<file path="config.mk">
export PLATFORM = sky130hd
export DESIGN_NAME = p20_scroll_ctrl
export DESIGN_NICKNAME = d
export VERILOG_FILES = /design/src/rtl/p20_pkg.sv /design/src/rtl/p20_btn_edge.sv /design/src/rtl/p20_scroll_ctrl.sv
export SDC_FILE = /design/constraint.sdc
export NUM_CORES = 1
export LEC_CHECK = 0
export CORE_MARGIN = 8
export CORE_UTILIZATION = 50
export CTS_BUF_LIST = sky130_fd_sc_hd__clkbuf_4 sky130_fd_sc_hd__clkbuf_8
export CTS_CLUSTER_SIZE = 24
export DETAILED_ROUTE_END_ITERATION = 8
export PLACE_DENSITY = 0.84
export SYNTH_ARGS = -nofsm -noshare
export SYNTH_HDL_FRONTEND = slang
export SYNTH_SLANG_ARGS = --single-unit
</file>
<file path="constraint.sdc">
create_clock -name i_clk -period 10.5 [get_ports i_clk]
set_input_delay 2.1 -clock i_clk [delete_from_list [all_inputs] [get_ports i_clk]]
set_output_delay 2.1 -clock i_clk [all_outputs]
set_load 0.02 [all_outputs]
</file>
<file path="src/rtl/p20_pkg.sv">
// p20_pkg: shared constants for the p20_scroll game flow.
//   - FSM state encodings (IDLE/START/RUN/CRASH/OVER), 3 bits wide
//   - speed scheduling and level constants used by p20_scroll_ctrl
package p20_pkg;

  localparam logic [2:0] ST_IDLE  = 3'd0;
  localparam logic [2:0] ST_START = 3'd1;
  localparam logic [2:0] ST_RUN   = 3'd2;
  localparam logic [2:0] ST_CRASH = 3'd3;
  localparam logic [2:0] ST_OVER  = 3'd4;

  localparam logic [23:0] INITIAL_SPEED = 24'd250000;

  localparam logic [7:0]  MOVE_INIT    = 8'd1;
  localparam logic [7:0]  MOVE_MAX     = 8'd8;
  localparam logic [12:0] LEVEL_DIST   = 13'd1024;
  localparam logic [7:0]  SPEED_DEC    = 8'd16;
  localparam logic [23:0] SPEED_FLOOR  = 24'd50000;
  localparam logic [5:0]  CRASH_FRAMES = 6'd60;

endpackage

</file>
<file path="src/rtl/p20_btn_edge.sv">
// p20_btn_edge: two-flop synchroniser for an asynchronous button followed by
// a registered rising-edge detector. o_press is a one-cycle pulse that rises
// three clock edges after the button input rises.
// Ports:
//   i_clk   in  clock
//   i_rst   in  synchronous active-high reset
//   i_btn   in  raw asynchronous button, active-high
//   o_press out one-cycle press pulse
module p20_btn_edge (
  input  logic i_clk,
  input  logic i_rst,
  input  logic i_btn,
  output logic o_press
);

  logic r_sync1;
  logic r_sync2;
  logic r_sync2_q;
  logic r_press;

  always_ff @(posedge i_clk) begin
    if (i_rst) begin
      r_sync1   <= 1'b0;
      r_sync2   <= 1'b0;
      r_sync2_q <= 1'b0;
      r_press   <= 1'b0;
    end else begin
      r_sync1   <= i_btn;
      r_sync2   <= r_sync1;
      r_sync2_q <= r_sync2;
      r_press   <= r_sync2 & ~r_sync2_q;
    end
  end

  assign o_press = r_press;

endmodule

</file>
<file path="src/rtl/p20_scroll_ctrl.sv">
// p20_scroll_ctrl: game-flow controller and speed scheduler for p20_scroll.
// Sequences IDLE -> START -> RUN -> CRASH -> OVER, drives the scroll unit's
// game reset and halt, schedules pixels-per-tick and tick shortening, and
// keeps the score and best score.
// Ports:
//   i_clk          in   system clock
//   i_sys_rst      in   synchronous active-high reset
//   i_btn          in   raw start/jump button (asynchronous)
//   i_collision    in   dino/cactus overlap level
//   i_frame_tick   in   one-cycle pulse per video frame
//   i_pos[10:0]    in   scroll position from p20_scroll
//   i_speed[23:0]  in   current tick_time from p20_scroll
//   o_game_rst     out  one-cycle reset pulse for a new game (the START cycle)
//   o_halt         out  freezes p20_scroll whenever not in RUN
//   o_move_amt     out  pixels per scroll tick
//   o_speed_change out  tick_time decrement per scroll tick
//   o_score        out  ticks survived this game, saturating
//   o_hi_score     out  best score since reset
//   o_state        out  current FSM state
module p20_scroll_ctrl
  import p20_pkg::*;
(
  input  logic        i_clk,
  input  logic        i_sys_rst,
  input  logic        i_btn,
  input  logic        i_collision,
  input  logic        i_frame_tick,
  input  logic [10:0] i_pos,
  input  logic [23:0] i_speed,
  output logic        o_game_rst,
  output logic        o_halt,
  output logic [7:0]  o_move_amt,
  output logic [7:0]  o_speed_change,
  output logic [15:0] o_score,
  output logic [15:0] o_hi_score,
  output logic [2:0]  o_state
);

  logic [2:0]  r_state;
  logic [2:0]  w_state_nxt;
  logic        r_game_rst;
  logic        r_halt;
  logic [7:0]  r_move_amt;
  logic [7:0]  r_speed_change;
  logic [15:0] r_score;
  logic [15:0] r_hi_score;
  logic [11:0] r_dist;
  logic [5:0]  r_crash_ctr;
  logic [10:0] r_pos_q;
  logic        r_after_start;

  logic        w_press;
  logic        w_tick;
  logic [12:0] w_dist_sum;
  logic [12:0] w_dist_wrap;

  p20_btn_edge u_btn_edge (
    .i_clk   (i_clk),
    .i_rst   (i_sys_rst),
    .i_btn   (i_btn),
    .o_press (w_press)
  );

  always_comb begin
    w_state_nxt = r_state;
    case (r_state)
      ST_IDLE:  if (w_press) w_state_nxt = ST_START;
      ST_START: w_state_nxt = ST_RUN;
      ST_RUN:   if (i_collision) w_state_nxt = ST_CRASH;
      ST_CRASH: if (i_frame_tick && (r_crash_ctr == CRASH_FRAMES - 6'd1)) w_state_nxt = ST_OVER;
      ST_OVER:  if (w_press) w_state_nxt = ST_START;
      default:  w_state_nxt = ST_IDLE;
    endcase
  end

  // The first RUN cycle still sees the position jump caused by game_rst,
  // so it is excluded. A same-cycle collision wins over the tick.
  assign w_tick = (r_state == ST_RUN) && !r_after_start &&
                  (i_pos != r_pos_q) && !i_collision;

  assign w_dist_sum  = {1'b0, r_dist} + {5'b0, r_move_amt};
  assign w_dist_wrap = w_dist_sum - LEVEL_DIST;

  always_ff @(posedge i_clk) begin
    if (i_sys_rst) begin
      r_state        <= ST_IDLE;
      r_game_rst     <= 1'b0;
      r_halt         <= 1'b1;
      r_move_amt     <= MOVE_INIT;
      r_speed_change <= 8'd0;
      r_score        <= 16'd0;
      r_hi_score     <= 16'd0;
      r_dist         <= 12'd0;
      r_crash_ctr    <= 6'd0;
      r_pos_q        <= 11'd0;
      r_after_start  <= 1'b0;
    end else begin
      r_state       <= w_state_nxt;
      r_pos_q       <= i_pos;
      r_after_start <= (r_state == ST_START);
      // Outputs are registered from the next state so they line up with it.
      r_game_rst    <= (w_state_nxt == ST_START);
      r_halt        <= (w_state_nxt != ST_RUN);

      // Only shorten the tick while a full step still lands on/above the floor.
      r_speed_change <= ((r_state == ST_RUN) && (i_speed >= SPEED_FLOOR + {16'd0, SPEED_DEC}))
                        ? SPEED_DEC : 8'd0;

      if (r_state == ST_START) begin
        r_score    <= 16'd0;
        r_dist     <= 12'd0;
        r_move_amt <= MOVE_INIT;
      end else if (w_tick) begin
        r_score <= (r_score == 16'hFFFF) ? r_score : r_score + 16'd1;
        if (w_dist_sum >= LEVEL_DIST) begin
          r_dist     <= w_dist_wrap[11:0];
          r_move_amt <= (r_move_amt >= MOVE_MAX) ? MOVE_MAX : r_move_amt + 8'd1;
        end else begin
          r_dist <= w_dist_sum[11:0];
        end
      end

      if ((r_state == ST_RUN) && (w_state_nxt == ST_CRASH) && (r_score > r_hi_score))
        r_hi_score <= r_score;

      if (r_state != ST_CRASH)
        r_crash_ctr <= 6'd0;
      else if (i_frame_tick)
        r_crash_ctr <= (r_crash_ctr == CRASH_FRAMES - 6'd1) ? 6'd0 : r_crash_ctr + 6'd1;
    end
  end

  assign o_game_rst     = r_game_rst;
  assign o_halt         = r_halt;
  assign o_move_amt     = r_move_amt;
  assign o_speed_change = r_speed_change;
  assign o_score        = r_score;
  assign o_hi_score     = r_hi_score;
  assign o_state        = r_state;

endmodule
</file>
==> results_dict.tcl <==
set metrics [dict create \
    fin_ws_ps 5830 \
    max_cap_viol_count 0 \
    cts_resized 0 \
    synth.most_common_cell "dfxtp_1" \
    syn2layout_area_growth_pct 22.5 \
    synth-main-ff-cell "dfxtp_1" \
    crit_arrival_ps 4950 \
    p_sw_uw 134 \
    place.gp.congestion 0.869 \
    powerDensity_mw_per_mm2 99.6 \
    track_usage 0.184 \
    p_sw_frac 0.245 \
    p_comb_frac 0.070 \
    multi_input_area_mm2 0.00267 \
    fillCellCount 745 \
    r2r_start "o_move_amt[0]" \
    grt_setup_unrepaired "false" \
    p_int_uw 414 \
    vdd_drop_max_v 0.0000674 \
    synth_top_area_cell "dfxtp_1" \
    drc 0 \
    finalMaxSlewViolations 0 \
    grt_use_met1 0.236 \
    worstPathMaxFanout 19 \
    finalSetupTns_ps 0 \
    yosys_register_bits 80 \
    port_buffers 80 \
    grt_pass1_vias 4044 \
    yosys-top-cells-count "dfxtp_1 (80), nand2_1 (45), nor2_1 (39)" \
    cts_buffer_depth 2 \
    wl_um 11300 \
    worstSetupStartpoint "i_pos[9]" \
    io_pins 93 \
    r2r_end "o_move_amt[7]" \
    cts_tree "built" \
    tightest_slew_ps 1150 \
    vias 4144 \
    die_x_um 111 \
    skew_ps 7.49 \
    reg2reg_depth 16 \
    drt_iter0_markers 239 \
    worstSetupPathType "input pin to flop" \
    status "complete, no violations" \
    grt_antenna_before_repair 0 \
    clkTransAtPathRegs_ps 80 \
    yosysWarnings 0 \
    avgSynthCellArea_um2 8.69 \
    grtUsageMet2 0.293 \
    synth_enable_flop_cells 0 \
    cts_buffers 9 \
    nNetsFinal 657 \
    h-tree-depth 3 \
    hp-class "flop to flop" \
    busiest_layer "met2" \
    via_per_inst 5.93 \
    p_seq_frac 0.564 \
    cts_setup_buffers 0 \
    antenna_left 0 \
    start_util 0.515 \
    min_period_ps 4670 \
    post_drt_wl_per_cell_um 16.2 \
    n_antenna_cell 0 \
    synthCells 517 \
    crit_end "o_score[4]" \
    syn-cell-area_mm2 0.00449 \
    synth.distinct_cells 62 \
    synth_seq_area_share 0.357 \
    synth_top_cells_by_area "dfxtp_1 (36%), ha_1 (8.1%), xnor2_1 (4.5%)" \
    clockPowerShare 0.367 \
    core-area_mm2 0.00872 \
    dp_slack_ps 5530 \
    slew_headroom 0.229 \
    overflow 0 \
    r2r_slack_ps 5890 \
    fin_util 0.631 \
    setup_viol 0 \
    startpoint_type "input pin" \
    cts-root-buf "clkbuf_8" \
    grt_max_degree 39 \
    row_count 34 \
    regArea_mm2 0.00160 \
    hold_buffers 0 \
    critPathRequiredTime_ps 10780 \
    synth_top_area_frac 0.357 \
    dp_hpwl_um 8360 \
    grt_use_met3 0.0503 \
    hold_viol 0 \
    synthArstFlopShare 0 \
    crit_path_end_kind "flop" \
    grt_pass1_wl_um 19600 \
    drive_gt1_frac 0.0541 \
    die_height_um 111 \
    p_leak_nw 2.09 \
    first_pass_iters 4 \
    fmaxAchievable_ghz 0.214 \
    clk_latency_ps 350 \
    dieArea_mm2 0.0123 \
    clock-sinks 80 \
    fin_crit_sh 0.444 \
]
[per-stage QoR]
stage | hold WS [ps] | power [mW] | area (um2) | std cells
2_1_floorplan | 367 | 0.337 | 4510 | 523
3_5_place_dp | 374 | 0.354 | 5340 | 684
5_1_grt | 406 | 0.568 | 5500 | 699
6_report | 399 | 0.548 | 5500 | 699
4_1_cts | 398 | 0.551 | 5500 | 699
3_3_place_gp | 377 | 0.353 | 5340 | 684
[sequential cells by signal (all words and copies together) (netlist names), 3 cells and up]
register	count
o_hi_score	16
r_dist	12
o_move_amt	8
r_pos_q	11
o_score	16
r_crash_ctr	6
o_state	3
[worst max-delay path: stages]
cell and delay (ps):
clkdlybuf4s50_1 430, xnor2_1 140, nand4_1 110, nor3_1 110
nor4_4 870, o21ai_0 560, or3_1 480, a21oi_1 150
[cell usage in the layout (no fill, tap or decap), drive strengths merged, types with 18 or more instances in the layout]
master and count:
dfxtp 80, nand2 45, nor2b 18, nor2 39, ha 29, inv 27, clkdlybuf4s50 80, xnor2 23
a21oi 25
[area by class of cell]
| type | count | share of cell area |
|---|---|---|
| clock inverters | 5 | 0.00614 |
| multi-input cells | 385 | 0.485 |
| clock buffers | 10 | 0.0239 |
| repair buffers | 84 | 0.151 |
| inverters | 27 | 0.0184 |
| well taps | 108 | 0.0246 |
| flip-flops and latches | 80 | 0.291 |
[worst min-delay path by stage]
stage                               startpoint                  to  slack (ps)  cells past startpoint
after floorplan           u_btn_edge.r_sync2_q  u_btn_edge.o_press         370                      1
after global placement    u_btn_edge.r_sync2_q  u_btn_edge.o_press         380                      1
after detailed placement  u_btn_edge.r_sync2_q  u_btn_edge.o_press         370                      1
after CTS                 u_btn_edge.r_sync2_q  u_btn_edge.o_press         400                      1
after global routing      u_btn_edge.r_sync2_q  u_btn_edge.o_press         410                      1
final                     u_btn_edge.r_sync2_q  u_btn_edge.o_press         400                      1
[power by group through the flow]
stage / Sequential [mW] / Combinational, mW / Clock, mW
6_report: 0.309 / 0.0382 / 0.201
4_1_cts: 0.309 / 0.0383 / 0.204
3_3_place_gp: 0.316 / 0.0373 / 0
3_5_place_dp: 0.316 / 0.0382 / 0
5_1_grt: 0.309 / 0.0419 / 0.217
2_1_floorplan: 0.316 / 0.0210 / 0
[layer usage]
metal  part of all wire  vias to the layer above
met3              0.073                       17
met4              0.015                        0
met2               0.47                      160
met1               0.44                     1962
li1                   -                     2005
met5                  0                        -
[logic make-up after synthesis]
kind of cell	after synthesis	synth area share
AND/OR/NAND/NOR	187	0.224
AO/OA/AOI/OAI	121	0.196
flip-flops	80	0.357
buffers and inverters	58	0.0566
XOR/XNOR	32	0.0624
adder cells (fa/ha/maj)	30	0.0853
multiplexers	8	0.0181
other	1	0.000835
No activity file was read; power rests on OpenSTA's default activity.
